**src/rtl/wb_stage_pkg.sv**
```systemverilog
// Shared encodings for the write-back stage: load sizes, FSM states and constants.
package wb_stage_pkg;

  localparam logic [1:0] LS_BYTE = 2'd0;
  localparam logic [1:0] LS_HALF = 2'd1;
  localparam logic [1:0] LS_WORD = 2'd2;
  localparam logic [1:0] LS_RSVD = 2'd3;

  typedef enum logic [1:0] {
    ST_IDLE = 2'd0,
    ST_REQ  = 2'd1,
    ST_RESP = 2'd2
  } state_e;

  localparam int unsigned ZeroReg  = 0;
  localparam int unsigned ZeroWord = 0;
  localparam logic        Enable   = 1'b1;

  // Reserved size, odd halfword or non-word-aligned word loads are faults.
  function automatic logic ld_illegal(input logic [1:0] size, input logic [1:0] a);
    return (size == LS_RSVD) || (size == LS_HALF && a[0]) || (size == LS_WORD && a != 2'b00);
  endfunction

endpackage

```
**src/rtl/wb_stage_if.sv**
```systemverilog
// Execute-side handshake, memory read port and register-file write port of wb_stage.
interface wb_stage_if #(
  parameter int DATA_W = 32,
  parameter int REG_AW = 5
);
  logic              I_valid;
  logic              O_ready;
  logic              I_rd_we;
  logic [REG_AW-1:0] I_rd_waddr;
  logic [DATA_W-1:0] I_alu_result;
  logic              I_is_load;
  logic [1:0]        I_ld_size;
  logic              I_ld_unsigned;
  logic              O_mem_req_valid;
  logic              I_mem_req_ready;
  logic [DATA_W-1:0] O_mem_addr;
  logic              I_mem_resp_valid;
  logic [DATA_W-1:0] I_mem_resp_data;
  logic              O_rd_we;
  logic [REG_AW-1:0] O_rd_waddr;
  logic [DATA_W-1:0] O_rd_wdata;
  logic              O_misaligned;
  logic              O_timeout;
  logic              O_busy;

  modport slave (
    input  I_valid, I_rd_we, I_rd_waddr, I_alu_result, I_is_load, I_ld_size, I_ld_unsigned,
           I_mem_req_ready, I_mem_resp_valid, I_mem_resp_data,
    output O_ready, O_mem_req_valid, O_mem_addr, O_rd_we, O_rd_waddr, O_rd_wdata,
           O_misaligned, O_timeout, O_busy
  );

  modport master (
    output I_valid, I_rd_we, I_rd_waddr, I_alu_result, I_is_load, I_ld_size, I_ld_unsigned,
           I_mem_req_ready, I_mem_resp_valid, I_mem_resp_data,
    input  O_ready, O_mem_req_valid, O_mem_addr, O_rd_we, O_rd_waddr, O_rd_wdata,
           O_misaligned, O_timeout, O_busy
  );
endinterface

```
**src/rtl/wb_stage_load_align.sv**
```systemverilog
// Picks the addressed byte/half out of a read word and sign- or zero-extends it.
module load_align
  import wb_stage_pkg::*;
#(
  parameter int DATA_W = 32
) (
  input  logic [DATA_W-1:0] word_i,
  input  logic [1:0]        addr_i,
  input  logic [1:0]        size_i,
  input  logic              unsigned_i,
  output logic [DATA_W-1:0] data_o
);

  logic [7:0]  b;
  logic [15:0] h;

  always_comb begin
    case (addr_i)
      2'd0:    b = word_i[7:0];
      2'd1:    b = word_i[15:8];
      2'd2:    b = word_i[23:16];
      default: b = word_i[31:24];
    endcase
    h = addr_i[1] ? word_i[31:16] : word_i[15:0];
    case (size_i)
      LS_BYTE: data_o = {{(DATA_W-8){~unsigned_i & b[7]}}, b};
      LS_HALF: data_o = {{(DATA_W-16){~unsigned_i & h[15]}}, h};
      default: data_o = word_i;
    endcase
  end

endmodule

```
**src/rtl/wb_stage.sv**
```systemverilog
// Write-back stage: retires ALU results in one cycle, runs loads through a
// REQ/RESP read sequence and drives a registered one-cycle register-file write.
module wb_stage
  import wb_stage_pkg::*;
#(
  parameter int DATA_W       = 32,
  parameter int REG_AW       = 5,
  parameter int RESP_TIMEOUT = 255
) (
  input  logic     clk,
  input  logic     rst,
  wb_stage_if.slave bus
);

  localparam int CNT_W = (RESP_TIMEOUT > 1) ? $clog2(RESP_TIMEOUT) : 1;
  localparam logic [CNT_W-1:0] TO_LAST = CNT_W'(RESP_TIMEOUT - 1);

  state_e            state_q, state_d;
  logic [1:0]        lo_q, size_q;
  logic              uns_q, rdwe_q;
  logic [REG_AW-1:0] rd_q;
  logic [DATA_W-1:0] maddr_q;
  logic [CNT_W-1:0]  cnt_q;

  logic              rd_we_q, rd_we_d, misal_q, misal_d, tout_q, tout_d;
  logic [REG_AW-1:0] waddr_q, waddr_d;
  logic [DATA_W-1:0] wdata_q, wdata_d, ld_data;
  logic              idle, hs, illegal, tc;

  assign idle    = (state_q == ST_IDLE);
  assign hs      = bus.I_valid & idle;
  assign illegal = ld_illegal(bus.I_ld_size, bus.I_alu_result[1:0]);
  // Terminal count is the last permitted wait cycle; a response in it still wins.
  assign tc      = (RESP_TIMEOUT != 0) && (cnt_q == TO_LAST);

  load_align #(.DATA_W(DATA_W)) u_align (
    .word_i     (bus.I_mem_resp_data),
    .addr_i     (lo_q),
    .size_i     (size_q),
    .unsigned_i (uns_q),
    .data_o     (ld_data)
  );

  always_ff @(posedge clk or negedge rst) begin
    if (!rst) state_q <= ST_IDLE;
    else      state_q <= state_d;
  end

  always_comb begin
    state_d = state_q;
    case (state_q)
      ST_IDLE: if (hs && bus.I_is_load && !illegal) state_d = ST_REQ;
      ST_REQ:  if (bus.I_mem_req_ready) state_d = ST_RESP;
      ST_RESP: if (bus.I_mem_resp_valid || tc) state_d = ST_IDLE;
      default: state_d = ST_IDLE;
    endcase
  end

  always_comb begin
    bus.O_ready         = idle;
    bus.O_mem_req_valid = (state_q == ST_REQ);
    bus.O_busy          = !idle;
    rd_we_d = 1'b0;
    waddr_d = waddr_q;
    wdata_d = wdata_q;
    misal_d = 1'b0;
    tout_d  = 1'b0;
    case (state_q)
      ST_IDLE: if (hs) begin
        if (!bus.I_is_load) begin
          if (bus.I_rd_we && bus.I_rd_waddr != REG_AW'(ZeroReg)) begin
            rd_we_d = Enable;
            waddr_d = bus.I_rd_waddr;
            wdata_d = bus.I_alu_result;
          end
        end else if (illegal) begin
          misal_d = Enable;
        end
      end
      ST_RESP: if (bus.I_mem_resp_valid) begin
        if (rdwe_q && rd_q != REG_AW'(ZeroReg)) begin
          rd_we_d = Enable;
          waddr_d = rd_q;
          wdata_d = ld_data;
        end
      end else if (tc) begin
        tout_d = Enable;
      end
      default: ;
    endcase
  end

  always_ff @(posedge clk or negedge rst) begin
    if (!rst) begin
      rd_we_q <= 1'b0;
      waddr_q <= '0;
      wdata_q <= DATA_W'(ZeroWord);
      misal_q <= 1'b0;
      tout_q  <= 1'b0;
      lo_q    <= 2'b00;
      size_q  <= LS_BYTE;
      uns_q   <= 1'b0;
      rdwe_q  <= 1'b0;
      rd_q    <= '0;
      maddr_q <= DATA_W'(ZeroWord);
      cnt_q   <= '0;
    end else begin
      rd_we_q <= rd_we_d;
      waddr_q <= waddr_d;
      wdata_q <= wdata_d;
      misal_q <= misal_d;
      tout_q  <= tout_d;
      if (hs && bus.I_is_load) begin
        lo_q    <= bus.I_alu_result[1:0];
        size_q  <= bus.I_ld_size;
        uns_q   <= bus.I_ld_unsigned;
        rdwe_q  <= bus.I_rd_we;
        rd_q    <= bus.I_rd_waddr;
        maddr_q <= {bus.I_alu_result[DATA_W-1:2], 2'b00};
      end
      if (state_q == ST_REQ)
        cnt_q <= '0;
      else if (state_q == ST_RESP && !bus.I_mem_resp_valid)
        cnt_q <= cnt_q + CNT_W'(1);
    end
  end

  assign bus.O_mem_addr   = maddr_q;
  assign bus.O_rd_we      = rd_we_q;
  assign bus.O_rd_waddr   = waddr_q;
  assign bus.O_rd_wdata   = wdata_q;
  assign bus.O_misaligned = misal_q;
  assign bus.O_timeout    = tout_q;

endmodule
```
**src/flat_wrapper.sv**
```systemverilog
// flat-port wrapper written by rule: the top's interface ports become plain ports
module wb_stage_flat import wb_stage_pkg::*;
#(
  parameter int DATA_W       = 32,
  parameter int REG_AW       = 5,
  parameter int RESP_TIMEOUT = 255
)
  (clk, rst, bus_I_valid, bus_I_rd_we, bus_I_rd_waddr, bus_I_alu_result, bus_I_is_load, bus_I_ld_size, bus_I_ld_unsigned, bus_I_mem_req_ready, bus_I_mem_resp_valid, bus_I_mem_resp_data, bus_O_ready, bus_O_mem_req_valid, bus_O_mem_addr, bus_O_rd_we, bus_O_rd_waddr, bus_O_rd_wdata, bus_O_misaligned, bus_O_timeout, bus_O_busy);
  wb_stage_if #(.DATA_W(DATA_W), .REG_AW(REG_AW)) bus_i ();
  input  logic clk;
  input  logic rst;
  input wire logic [$bits(bus_i.I_valid)-1:0] bus_I_valid;
  input wire logic [$bits(bus_i.I_rd_we)-1:0] bus_I_rd_we;
  input wire logic [$bits(bus_i.I_rd_waddr)-1:0] bus_I_rd_waddr;
  input wire logic [$bits(bus_i.I_alu_result)-1:0] bus_I_alu_result;
  input wire logic [$bits(bus_i.I_is_load)-1:0] bus_I_is_load;
  input wire logic [$bits(bus_i.I_ld_size)-1:0] bus_I_ld_size;
  input wire logic [$bits(bus_i.I_ld_unsigned)-1:0] bus_I_ld_unsigned;
  input wire logic [$bits(bus_i.I_mem_req_ready)-1:0] bus_I_mem_req_ready;
  input wire logic [$bits(bus_i.I_mem_resp_valid)-1:0] bus_I_mem_resp_valid;
  input wire logic [$bits(bus_i.I_mem_resp_data)-1:0] bus_I_mem_resp_data;
  output wire logic [$bits(bus_i.O_ready)-1:0] bus_O_ready;
  output wire logic [$bits(bus_i.O_mem_req_valid)-1:0] bus_O_mem_req_valid;
  output wire logic [$bits(bus_i.O_mem_addr)-1:0] bus_O_mem_addr;
  output wire logic [$bits(bus_i.O_rd_we)-1:0] bus_O_rd_we;
  output wire logic [$bits(bus_i.O_rd_waddr)-1:0] bus_O_rd_waddr;
  output wire logic [$bits(bus_i.O_rd_wdata)-1:0] bus_O_rd_wdata;
  output wire logic [$bits(bus_i.O_misaligned)-1:0] bus_O_misaligned;
  output wire logic [$bits(bus_i.O_timeout)-1:0] bus_O_timeout;
  output wire logic [$bits(bus_i.O_busy)-1:0] bus_O_busy;
  assign bus_i.I_valid = bus_I_valid;
  assign bus_i.I_rd_we = bus_I_rd_we;
  assign bus_i.I_rd_waddr = bus_I_rd_waddr;
  assign bus_i.I_alu_result = bus_I_alu_result;
  assign bus_i.I_is_load = bus_I_is_load;
  assign bus_i.I_ld_size = bus_I_ld_size;
  assign bus_i.I_ld_unsigned = bus_I_ld_unsigned;
  assign bus_i.I_mem_req_ready = bus_I_mem_req_ready;
  assign bus_i.I_mem_resp_valid = bus_I_mem_resp_valid;
  assign bus_i.I_mem_resp_data = bus_I_mem_resp_data;
  assign bus_O_ready = bus_i.O_ready;
  assign bus_O_mem_req_valid = bus_i.O_mem_req_valid;
  assign bus_O_mem_addr = bus_i.O_mem_addr;
  assign bus_O_rd_we = bus_i.O_rd_we;
  assign bus_O_rd_waddr = bus_i.O_rd_waddr;
  assign bus_O_rd_wdata = bus_i.O_rd_wdata;
  assign bus_O_misaligned = bus_i.O_misaligned;
  assign bus_O_timeout = bus_i.O_timeout;
  assign bus_O_busy = bus_i.O_busy;
  wb_stage #(.DATA_W(DATA_W), .REG_AW(REG_AW), .RESP_TIMEOUT(RESP_TIMEOUT)) u_core (.clk(clk), .rst(rst), .bus(bus_i));
endmodule
```
**config.mk**
```make
export PLATFORM = sky130hd
export DESIGN_NAME = wb_stage_flat
export DESIGN_NICKNAME = d
export VERILOG_FILES = /design/src/rtl/wb_stage_pkg.sv /design/src/rtl/wb_stage_if.sv /design/src/rtl/wb_stage_load_align.sv /design/src/rtl/wb_stage.sv /design/src/flat_wrapper.sv
export SDC_FILE = /design/constraint.sdc
export NUM_CORES = 1
export LEC_CHECK = 0
export CORE_UTILIZATION = 50
export DETAILED_ROUTE_END_ITERATION = 6
export GPL_TIMING_DRIVEN = 0
export PLACE_DENSITY = 0.89
export SYNTH_ARGS = -nofsm -noshare
export SYNTH_HDL_FRONTEND = slang
export SYNTH_SLANG_ARGS = --single-unit
```
**constraint.sdc**
```tcl
create_clock -name clk -period 2.8 [get_ports clk]
set_input_delay 0.56 -clock clk [delete_from_list [all_inputs] [get_ports clk]]
set_output_delay 0.56 -clock clk [all_outputs]
set_load 0.03 [all_outputs]
```
# == Word level (Yosys, flattened, before mapping) ==
# Cells that the tools add are included.
# word_totals
reg_bits,91
out_inout_bits,75
wordCells,92
# classes
addsub,1
eq_ne,17
mux,34
n_bitwise,4
n_reduce_logical,23
# op_table
op,n
$mux 32,5
$pmux 32 s2,2
$mux 5,5
$pmux 8 s3,1
$mux 16,1
$mux 8,2
$mux 1,12
$ne 2x2->1 const B,6
$pmux 5 s2,1
$reduce_bool 5->1,2
$add 8x1->8 const B,1
$eq 2x1->1 const B,4
$eq 2x2->1 const B,4
$eq 8x8->1 const B,1
$logic_and 1x1->1,7
$logic_not 2->1,3
$mux 2,3
$pmux 2 s3,1
$reduce_and 6->1,1
$reduce_bool 2->1,3
$ne 2x1->1 const B,2
$and 1x1->1,3
$logic_not 1->1,3
$logic_or 1x1->1,3
3 further kinds,3

# == Depth between registers and ports, before layout ==
# Gate-level depths: netlist (run 1).
# logic_depth
ltp_word,8
mapped_depth,7
mapped_depth_nobuf,5

# == By module ==
# Synthesis (run 1) repeated with hierarchy kept, for this count alone.
# unflattened
hier_cells,407
hier_area_um2,5009.8
# by_module_without_submodules
module,n_inst,cells_each,area_each_um2,seq_area_each_um2
wb_stage,1,292,4164.0,2277.2
load_align,1,115,845.8,0.0

# == Worst setup path before layout (run 1) ==
# No wires, ideal clock.
# synth_timing
path_type,reg2reg
from,reg u_core.state_q[1]
to,reg u_core.maddr_q[17] (netlist: u_core.bus.O_mem_addr[17])
arrival_ps,1833
t_required_ps,2675
path_slack_ps,842
path_stages_with_launch,6
period_less_slack_ps,1958
path_cell_list,dfrtp_1 > nor2_1 > and3_1 > buf_2 > buf_2 > mux2_2
# synth_via
elab_chain_len,3
# synth_rtl
element,line_no,text
from (decl),wb_stage.sv:18,"state_e state_q, state_d;"
from (signal assigned),wb_stage.sv:46,else state_q <= state_d;
$logic_not 2->1,wb_stage.sv:30,assign idle = (state_q == ST_IDLE);
net bus_O_ready,flat_wrapper.sv:22,output wire logic [$bits(bus_i.O_ready)-1:0] bus_O_ready;
$and 1x1->1,wb_stage.sv:31,assign hs = bus.I_valid & idle;
$logic_and 1x1->1,wb_stage.sv:113,if (hs && bus.I_is_load) begin
to (signal assigned),wb_stage.sv:105,maddr_q <= DATA_W'(ZeroWord);
to (signal assigned),wb_stage.sv:119,"maddr_q <= {bus.I_alu_result[DATA_W-1:2], 2'b00};"
to (decl),wb_stage.sv:22,logic [DATA_W-1:0] maddr_q;
# The timed path passes the listed nets, and every way through them passes these cells.
# A chain may end at the register's enable or synchronous reset.

# == Final worst setup path (run 1) ==
# layout_timing
from,in bus_I_mem_resp_data[23]
to,reg u_core.wdata_q[30] (netlist: u_core.bus.O_rd_wdata[30])
# layout_via
elab_chain_len,6
# layout_rtl
element,line_no,text
from (decl),flat_wrapper.sv:21,input wire logic [$bits(bus_i.I_mem_resp_data)-1:0] bus_I_mem_resp_data;
$pmux 8 s3,wb_stage_load_align.sv:18,case (addr_i)
$and 1x1->1,wb_stage_load_align.sv:26,"LS_BYTE: data_o = {{(DATA_W-8){~unsigned_i & b[7]}}, b};"
$pmux 32 s2,wb_stage_load_align.sv:25,case (size_i)
$mux 32,wb_stage.sv:81,if (rdwe_q && rd_q != REG_AW'(ZeroReg)) begin
$mux 32,wb_stage.sv:80,ST_RESP: if (bus.I_mem_resp_valid) begin
$pmux 32 s2,wb_stage.sv:68,case (state_q)
to (signal assigned),wb_stage.sv:97,wdata_q <= DATA_W'(ZeroWord);
to (signal assigned),wb_stage.sv:110,wdata_q <= wdata_d;
to (decl),wb_stage.sv:27,"logic [DATA_W-1:0] wdata_q, wdata_d, ld_data;"
# Every way passes these cells. The select of a mux whose other input is x is not followed.

==> results of run 1 <==
final cells by class:
| type | count | share of cell area (%) |
|---|---|---|
| Sequential cell | 91 | 35.0 |
| Multi-Input combinational cell | 281 | 31.3 |
| Timing Repair Buffer | 152 | 23.6 |
| Buffer | 32 | 2.75 |
| Clock buffer | 12 | 2.23 |
| Tap cell | 108 | 2.08 |
| Inverter | 32 | 1.85 |
| Clock inverter | 4 | 1.13 |
critical path: cells and delay by family:
family	cells	cell delay (ns)
compound gates	5	1.25
buf+inv	2	0.84
kinds of logic after synthesis:
group	after synthesis	share of synthesized area (%)
compound gates	140	21.0
flops	91	49.4
simple gates	79	7.95
buf+inv	64	6.49
mux	57	14.3
fa+ha+maj	2	0.543
other cells	1	0.0813
xor+xnor	1	0.190
worst max path at each step:
stage	cells past startpoint	to	from
floorplan	5	u_core.bus.O_mem_addr[17]	u_core.state_q[1]
detailed placement	7	u_core.bus.O_rd_wdata[21]	bus_I_mem_resp_data[23]
CTS	3	bus_O_mem_req_valid	u_core.state_q[1]
global placement	1	u_core.bus.O_rd_wdata[9]	rst
global route	7	u_core.bus.O_rd_wdata[30]	bus_I_mem_resp_data[23]
finish	7	u_core.bus.O_rd_wdata[30]	bus_I_mem_resp_data[23]
state kept, by name (all words and copies together) (netlist names):
signal,count
u_core.bus.O_rd_wdata,32
u_core.bus.O_mem_addr,30
u_core.cnt_q,8
u_core.bus.O_rd_waddr,5
u_core.rd_q,5
u_core.lo_q,2
u_core.size_q,2
u_core.state_q,2
u_core.bus.O_misaligned,1
u_core.bus.O_rd_we,1
u_core.bus.O_timeout,1
u_core.rdwe_q,1
u_core.uns_q,1
cells in the final DEF (no fill, tap or decap), types with 6 or more instances in the layout:
cell type and instances:
clkdlybuf4s50_1 150, inv_1 32, o2bb2ai_1 9, a31oi_1 6
dfrtp_1 91, mux2_2 40, a21boi_0 17, o21a_1 6
clkbuf_1 17, clkbuf_8 10, mux2i_1 9, nand2_1 35
buf_2 8, mux2_4 8, nor2_1 18, a21oi_1 17
a221oi_1 8, o22ai_1 20, o21ai_0 33, nand2b_1 6
metrics by stage:
stage	setup WS [ns]	setup TNS [ns]	power, mW	area [um2]	std cells
finish	0.371	0	5.76	6500	712
global placement	-2.04	-185.21	4.68	6260	695
detailed placement	0.0543	0	4.77	6290	696
floorplan	0.842	0	3.59	4610	436
CTS	0.383	0	5.77	6500	712
global route	0.257	0	6.01	6500	712
layer usage:
metal | vias up | wire [um] | GRT usage, %
met5 | - | 0 | 0
met1 | 2051 | 5590 | 37.2
met3 | 31 | 1200 | 6.87
met2 | 228 | 6770 | 50.2
li1 | 1904 | - | -
met4 | 0 | 391 | 11.5
power groups by stage:
stage	Clock (mW)	Sequential (mW)	Combinational, mW
floorplan	0	2.71	0.876
global placement	0	1.98	2.70
detailed placement	0	2.00	2.77
CTS	0.999	1.99	2.78
global route	1.05	2.04	2.92
finish	0.988	1.99	2.79
==> flow_summary.ini, run 1 <==
[run_status]
status = finished with violations
violations = DRC

[worst_setup_path]
r2r_slack_ns = 0.58
critPathMaxFanout = 10
cp-end-kind = flop
r2r-start = u_core.lo_q[0]
rr_worst_depth = 6
arrival_ns = 2.66
cp_cell_sequence = clkdlybuf4s50_1 -> o21ai_0 -> o21ai_1 -> a211oi_2 -> clkbuf_1 -> a21boi_0 -> o22ai_1
required_ns = 3.04
crit_type = in2reg
startpoint_type = input pin
reg2reg_to = u_core.bus.O_rd_wdata[30]
critical_path.max_stage_delay_ns = 0.50
slowest_stage = clkdlybuf4s50_1

[logic_synthesis]
ys_top_cells_by_count = dfrtp_1, mux2_2, nand2_1
synthFlopType = dfrtp_1
synth_edf_count = 0
async_flop_share_pct = 100
ys_seq_area_share_pct = 49.4
yosys_warnings = 0
yosysMostFrequentCell = dfrtp_1
yosysTopAreaCellShare_pct = 49.4
avgSynthCellArea_um2 = 10.6
syn_area_um2 = 4610
ys_seq_elements = 91
synth.largest_area_cell = dfrtp_1
syn_inst = 435
synth_cell_type_count = 48
netlist_top_cells_area = dfrtp_1, mux2_2, o21ai_0

[timing]
drv_slew = 0
max_clock_freq_mhz = 412
rsz0062_at_grt = false
finalCritPeriodShare_pct = 86.8
hold_violations = 0
final-setup-viol-count = 0
post-route-min-period_ns = 2.43
hold_ws_ns = 0.142
skew_ns = 0.0109
tightest_slew_ns = 0.574
slew-limit-headroom_pct = 61.7

[worst_hold_path]
hold_path_class = in2async

[finish]
num-fill-cells = 631
antennaDiodeCount = 0
layout.nets = 680
syn2layout_area_growth_pct = 41.1
fin_util_pct = 73.9
ff_latch_area_um2 = 2280
multi_input_area_um2 = 2040
drive_gt1_share_pct = 14.9

[drt]
ant_nets = 0
drc = 12
routed_wl_um = 13900
drt-pass1-iter-count = 7
vias = 4214
drt-wirelength-per-cell_um = 19.6
drtIter0Drc = 351
via_per_inst = 5.92

[clock_network]
root_buffer = clkbuf_8
htree_levels = 3
cts_buffer_depth = 2
cts.sink_count = 91
post_cts_resized = 0
insertion_delay_ns = 0.36
cts_buffers = 9
cts_hold_buf = 0
cts_tree = built
clk_pin_slew_worst_paths_ns = 0.09
cts_setup_buffers = 0

[grt]
grt_pass1_wl_um = 22000
grt_pass1_vias = 4254
antenna_found_initial = 0
grt_usage_pct = 29.8
grt_max_degree = 60
grt-ovfl-total = 0

[power_and_ir_drop]
pwr-share-clk_pct = 17.2
leakage_nw = 2.71
p_sw_share_pct = 39.2
switchingPower_mw = 2.26
seqPwrFrac_pct = 34.5
ir_worst_vdd_mv = 0.461
internal-power_mw = 3.50
p_comb_share_pct = 48.4
power_density_nw_per_um2 = 885

[floorplan]
core-area_um2 = 8810
die_area_um2 = 9610
start_util_pct = 52.4
fp.dieW_um = 98.0
std_cell_rows = 34
io_pins = 154
floorplan.die.height_um = 98.0

[placed_design]
dp_hpwl_um = 10500
place_congestion = 0.948
port_buffers = 151

[job]
cap_violations = 0
No activity file was read; power rests on OpenSTA's default activity.
==> run 2, diff against run 1 <==
--- a/config.mk
+++ b/config.mk
@@ -5,7 +5,9 @@
 export SDC_FILE = /design/constraint.sdc
 export NUM_CORES = 1
 export LEC_CHECK = 0
+export CORE_ASPECT_RATIO = 0.7
 export CORE_UTILIZATION = 50
+export CTS_CLUSTER_DIAMETER = 60
 export DETAILED_ROUTE_END_ITERATION = 6
 export GPL_TIMING_DRIVEN = 0
 export PLACE_DENSITY = 0.89
==> run 2 against run 1 <==
The run now ends clean. Worst hold slack improved by 0.037 ns. Register-to-register slack worse by 0.03 ns. Non-clock buffer count did not move. Clock power is 28% higher. Fmax is 3.1% lower. First-iteration DRC count decreased by 8.3%. Die area hardly changed. Clock skew fell by 0.0038 ns. Final cell count grew 1.7%. Cell area rose by 1.7%. Global-route usage up 0.78 points.
==> flow_summary.ini, run 2 (same netlist as run 1, synthesis figures left out) <==
[power_and_ir_drop]
power_density_nw_per_um2 = 917
p_comb_share_pct = 46.0
switchingPower_mw = 2.34
seqPwrFrac_pct = 33.2
p_sw_share_pct = 38.6
leakage_nw = 2.75
internal-power_mw = 3.72
pwr-share-clk_pct = 20.8
ir_worst_vdd_mv = 0.433
power_mw = 6.06

[timing]
drv_slew = 0
hold_violations = 0
skew_ns = 0.00705
tightest_slew_ns = 0.561
setup_tns_ns = 0
slew-limit-headroom_pct = 62.6
rsz0062_at_grt = false
finalCritPeriodShare_pct = 89.5
post-route-min-period_ns = 2.51
max_clock_freq_mhz = 399
final-setup-viol-count = 0

[grt]
grt_usage_pct = 30.5
grt-ovfl-total = 0
grt_max_degree = 57
grt_pass1_vias = 4190
antenna_found_initial = 0
grt_pass1_wl_um = 21600

[drt]
routed_wl_um = 14300
via_per_inst = 5.84
vias = 4228
drt-pass1-iter-count = 5
drtIter0Drc = 322
ant_nets = 0
drc = 0
drt-wirelength-per-cell_um = 19.7

[worst_setup_path]
cp_cell_sequence = clkdlybuf4s50_1 -> and3b_1 -> nor4_1 -> a211oi_2 -> clkbuf_1 -> a21boi_0 -> o22ai_1
critical_path.max_stage_delay_ns = 0.48
reg2reg_to = u_core.bus.O_rd_wdata[27]
cp-end-kind = flop
arrival_ns = 2.72
required_ns = 3.01
rr_worst_depth = 7
critPathMaxFanout = 10
r2r_slack_ns = 0.55
startpoint_type = input pin
r2r-start = u_core.lo_q[1]
crit_type = in2reg
slowest_stage = clkdlybuf4s50_1

[finish]
num-fill-cells = 590
antennaDiodeCount = 0
fin_util_pct = 76.1
largest_reg_flops = 32
mostFrequentLayoutCells = clkdlybuf4s50_1, dfrtp_1, mux2_2
finalNonFillerCells = 724
syn2layout_area_growth_pct = 43.4
drive_gt1_share_pct = 15.2
final_common_cell = clkdlybuf4s50_1
layout.nets = 680

[placed_design]
port_buffers = 151
dp_cells = 708
dp_hpwl_um = 10600
place_congestion = 0.901

[clock_network]
clk_pin_slew_worst_paths_ns = 0.07
cts.sink_count = 91
post_cts_resized = 0
cts_hold_buf = 0
cts_buffers = 9
htree_levels = 3
insertion_delay_ns = 0.35
cts_buffer_depth = 2
cts_setup_buffers = 0
root_buffer = clkbuf_16
cts_tree = built

[floorplan]
fp.dieW_um = 117
floorplan.die.height_um = 82.3
start_util_pct = 53.1
io_pins = 154
core-area_um2 = 8690
die_area_um2 = 9620
std_cell_rows = 28

[job]
cap_violations = 0

[worst_hold_path]
hold_path_class = in2async

[run_status]
status = finished clean
## run 2: changes by cell type in the layout (fill, tap and decap cells not counted), sizes merged
cell | previous run | this run
clkinvlp | 0 | 1
inv | 32 | 33
bufinv | 2 | 1
clkbuf | 27 | 26
## run 2: how the worst max path moves through the flow
stage | startpoint | end | slack [ns] | cells past startpoint
finish | bus_I_mem_resp_data[31] | u_core.bus.O_rd_wdata[27] | 0.29 | 7
global route | bus_I_mem_resp_data[31] | u_core.bus.O_rd_wdata[27] | 0.16 | 7
CTS | bus_I_mem_resp_data[31] | u_core.bus.O_rd_wdata[27] | 0.35 | 7
detailed placement | bus_I_mem_resp_data[31] | u_core.bus.O_rd_wdata[27] | 0.003 | 7
global placement | rst | u_core.bus.O_mem_addr[30] | -2.11 | 1
floorplan | u_core.state_q[1] | u_core.bus.O_mem_addr[17] | 0.84 | 5
## run 2: cell type report
type | count | area [um2] | share of cell area, %
sequential | 91 | 2280 | 34.4
multi-input combinational | 281 | 2040 | 30.8
timing repair buffer | 152 | 1540 | 23.2
clock buffer | 11 | 253 | 3.82
buffer | 32 | 179 | 2.71
tap | 120 | 150 | 2.27
inverter | 32 | 120 | 1.82
clock inverter | 5 | 60.1 | 0.908
## run 2: power by group through the flow
stage | logic (mW) | clock network, mW | registers [mW]
after floorplan | 0.876 | 0 | 2.71
after global placement | 2.70 | 0 | 1.99
after detailed placement | 2.77 | 0 | 2.02
after CTS | 2.79 | 1.27 | 2.01
after global routing | 2.95 | 1.33 | 2.06
final | 2.79 | 1.26 | 2.01
## run 2: metrics by stage
| step | area [um2] | hold slack [ns] | setup WS [ns] |
|---|---|---|---|
| after floorplan | 4610 | 0.264 | 0.842 |
| after global placement | 6280 | 0.481 | -2.11 |
| after detailed placement | 6300 | 0.496 | 0.00332 |
| after CTS | 6610 | 0.189 | 0.346 |
| after global routing | 6610 | 0.214 | 0.156 |
| final | 6610 | 0.179 | 0.294 |
## run 2: routing by layer
metal,global-route usage (%),share of wire [%],vias up
met4,12.4,2.6,0
li1,-,-,1894
met3,9.27,9.9,38
met1,39.2,42,2040
met5,0,0,-
met2,48.6,46,256
## run 2: worst max-delay path: cells and delay by family
family          cells  cell delay [ns]
simple gates        2             0.36
buf+inv             2             0.84
compound gates      3             0.96
